--- config.mk ---
export PLATFORM = sky130hd
export DESIGN_NAME = shift_sequencer
export DESIGN_NICKNAME = d
export VERILOG_FILES = /design/src/rtl/shift_sequencer.sv
export SDC_FILE = /design/constraint.sdc
export NUM_CORES = 1
export LEC_CHECK = 0
export ABC_CLOCK_PERIOD_IN_PS = 4400
export CORE_UTILIZATION = 25
export DETAILED_ROUTE_END_ITERATION = 7
export GPL_TIMING_DRIVEN = 0
export PLACE_DENSITY = 0.55
export SLEW_MARGIN = 40
export SYNTH_ARGS = -nofsm -noshare
export SYNTH_HDL_FRONTEND = slang
export SYNTH_SLANG_ARGS = --single-unit
--- constraint.sdc ---
create_clock -name clk -period 4.4 [get_ports clk]
set_clock_uncertainty 0.2 [all_clocks]
set_input_delay 0.66 -clock clk [delete_from_list [all_inputs] [get_ports clk]]
set_output_delay 0.66 -clock clk [all_outputs]
set_load 0.05 [all_outputs]
--- src/rtl/shift_sequencer.sv ---
// Multi-cycle shift controller: steps an external single-position shifter once
// per clock to shift by 0..2^CNT_W-1 positions, with a start/busy/done handshake.
//
// state | meaning
// IDLE  | waiting for start; dout holds the last result
// RUN   | one shifter step per clock, cnt counts remaining steps
// DONE  | one-cycle result strobe; a start here is accepted back-to-back
module shift_sequencer #(
  parameter int WIDTH = 16,
  parameter int CNT_W = 4
) (
  input  logic             clk,
  input  logic             reset,
  input  logic             start,
  input  logic [1:0]       op,
  input  logic [CNT_W-1:0] amount,
  input  logic [WIDTH-1:0] din,
  output logic [WIDTH-1:0] sh_b,
  output logic [1:0]       sh_op,
  input  logic [WIDTH-1:0] sh_res,
  output logic             busy,
  output logic             done,
  output logic [WIDTH-1:0] dout
);

  typedef enum logic [1:0] {
    IDLE = 2'd0,
    RUN  = 2'd1,
    DONE = 2'd2
  } state_t;

  state_t           state, state_n;
  logic [WIDTH-1:0] acc, acc_n;
  logic [CNT_W-1:0] cnt, cnt_n;
  logic [1:0]       op_q, op_q_n;

  always_ff @(posedge clk or posedge reset) begin
    if (reset) begin
      state <= IDLE;
      acc   <= '0;
      cnt   <= '0;
      op_q  <= 2'b00;
    end else begin
      state <= state_n;
      acc   <= acc_n;
      cnt   <= cnt_n;
      op_q  <= op_q_n;
    end
  end

  always_comb begin
    state_n = state;
    acc_n   = acc;
    cnt_n   = cnt;
    op_q_n  = op_q;
    case (state)
      IDLE, DONE: begin
        if (start) begin
          acc_n  = din;
          op_q_n = op;
          cnt_n  = amount;
          // zero amount or pass-through needs no shifter steps
          if (amount == '0 || op == 2'b00) state_n = DONE;
          else                             state_n = RUN;
        end else if (state == DONE) begin
          state_n = IDLE;
        end
      end
      RUN: begin
        acc_n = sh_res;
        cnt_n = cnt - CNT_W'(1);
        if (cnt == CNT_W'(1)) state_n = DONE;
      end
      default: state_n = IDLE;
    endcase
  end

  assign sh_b  = acc;
  assign sh_op = (state == RUN) ? op_q : 2'b00;
  assign dout  = acc;
  assign busy  = (state == RUN);
  assign done  = (state == DONE);

endmodule

==> metrics.cfg <==
[critical_path]
crit_type=reg -> out
required_ns=3.54
cp-start-kind=register
reg2reg_from=state[0]
crit_fanout=6
critPathArrivalTime_ns=1.98
cp-startpoint=state[1]
endpoint_kind=output port

[power]
ir_worst_vdd_v=0.000419
leakagePower_nw=0.954
finalPower_mw=2.02
powerDensity_nw_per_um2=918

[routing]
drt_iter0_drc=38
first_pass_iters=4
wl_per_cell_um=12.0
wirelength_um=3560
route.detailed.drc=0
vias=1275
viasPerCell=4.28
ant_nets=0

[clock_tree]
cts_tree=built
postCtsSetupBuffers=0
clock-sinks=24
holdBufCountCts=0
clockBufferDepth=2
insertion_delay_ns=0.27
cts_root_buf=clkbuf_8
cts_resized=0
cts_buffers=3
clk_pin_slew_ns=0.09
cts_max_level=1

[synthesis]
synth_fp_nets=194
ys_ff_latch=24
yosysWarnings=0
synthFlopType=dfrtp_1
synth_cell_types=26
avgSynthCellArea_um2=8.59
ys_seq_area_frac=0.463
synth.cell_area_um2=1300
synth_top_area_share=0.463
synth_edf_count=0
netlist_top_cells_area=dfrtp_1, nand2_1, buf_4
async_flop_share=1.00
synth_area_leader_cell=dfrtp_1
synth_cells=151

[sta]
rsz0062_at_grt=no
timing.setup.tns_ns=0
relSlewSlack=0.652
fin_crit_ns=2.84
fmax_ghz=0.352
worst_slew_pin_slew_ns=0.522
fin_crit_sh=0.645
setup_viol=0
hold_viol=0
fin_hold_ws_ns=0.280
maxSlewViolCount=0

[floorplanning]
die_x_um=74.0
die_h_um=74.0
die_area_um2=5480
ios=77
num_rows=25
start_util=0.268
core_um2=4850

[job]
max_cap_violations=0

[global_routing]
grt_pass1_vias=1214
antenna_found_initial=0
gr-total-overflow=0
grt_max_degree=25
grt_pass1_wl_um=5640
grt_usage=0.134

[placed_design]
gp_congestion=0.683
place_hpwl_um=2660
port_buffers=76
placed_area_um2=2140

[final_layout]
fin_area_um2=2200
drive_above_1_share=0.130
fill_cells=511
post-route-util=0.453
diodes=0
syn_to_final_growth_pct=69.3
nNetsFinal=275

[status]
status=finished clean

[hold_path]
hp-start=op_q[0]
hold_class=reg -> reg

worst paths after layout:
| kind | endpoint | slack, ns | depth (start not counted) |
|---|---|---|---|
| min | op_q[0] | 0.28 | 2 |
| max reg2reg | dout[6] | 2.90 | 4 |
| max | sh_op[0] | 1.56 | 4 |
| min reg2reg | op_q[0] | 0.28 | 2 |
| min in group asynchronous | cnt[2] | 0.54 | 2 |
| max in group asynchronous | dout[1] | 3.11 | 2 |
cells in the mapped netlist (all sizes together) (2+ instances only):
library cell and instances:
nand2 40, buf 23, nor2 17, clkbuf 2, inv 6, o211ai 2, ha 2, or3 2
nand2b 2, dfrtp 24, and2 2, nand3 3, a31oi 16
routing by layer:
layer	GRT usage	vias to the layer above	wire, um
li1	-	650	-
met1	0.174	578	1640
met2	0.218	45	1650
met3	0.0420	2	246
met4	0.0321	0	23
met5	0	-	0
layout by cell type, fill, tap and decap left out:
cell / n
a22o_1: 1
a22oi_1: 1
a31oi_1: 16
a32oi_1: 1
and2_1: 2
buf_2: 4
buf_4: 17
buf_6: 2
clkbuf_1: 1
clkbuf_8: 5
clkdlybuf4s50_1: 76
dfrtp_1: 24
ha_1: 2
inv_1: 5
inv_2: 1
nand2_1: 40
nand2b_1: 2
nand3_1: 3
nor2_1: 17
nor2b_1: 1
nor4bb_1: 1
o211ai_1: 2
o21ai_2: 1
o22ai_1: 1
o311ai_0: 1
o31ai_1: 1
or3_1: 2
or4_1: 1
critical path: stages, from the launching register on:
cell             delay [ns]
dfrtp_1                0.38
nand2b_1               0.19
inv_1                  0.18
and2_1                 0.16
clkdlybuf4s50_1        0.80
power breakdown:
group          switching, mW  internal [mW]  leakage [nW]
registers             0.0864          0.334         0.279
logic                  0.903          0.540         0.646
clock network         0.0727         0.0799        0.0288
layout make-up:
| class | count | area, um^2 | share of cell area |
|---|---|---|---|
| tap | 67 | 83.8 | 0.0382 |
| multi-input combinational | 96 | 487 | 0.222 |
| timing repair buffer | 76 | 761 | 0.346 |
| buffer | 25 | 188 | 0.0854 |
| clock buffer | 4 | 55.1 | 0.0251 |
| sequential | 24 | 601 | 0.273 |
| inverter | 6 | 22.5 | 0.0103 |
logic make-up (layout without fill, tap and decap cells):
family                   after synthesis  after routing  synth area share
AO/OA/AOI/OAI                         25             25             0.132
adder cells (fa/ha/maj)                2              2            0.0193
buffers and inverters                 31            111             0.162
flip-flops                            24             24             0.463
AND/OR/NAND/NOR                       69             69             0.224
state kept, by name (all words and copies together), names as in the netlist:
name   count
cnt        4
state      2
dout      16
op_q       2
stage by stage:
step,setup WS (ns),cells
finish,1.56,298
CTS,1.56,298
floorplan,2.14,151
global route,1.43,298
global placement,1.87,294
detailed placement,1.88,294
(Power assumes the default switching activity.)
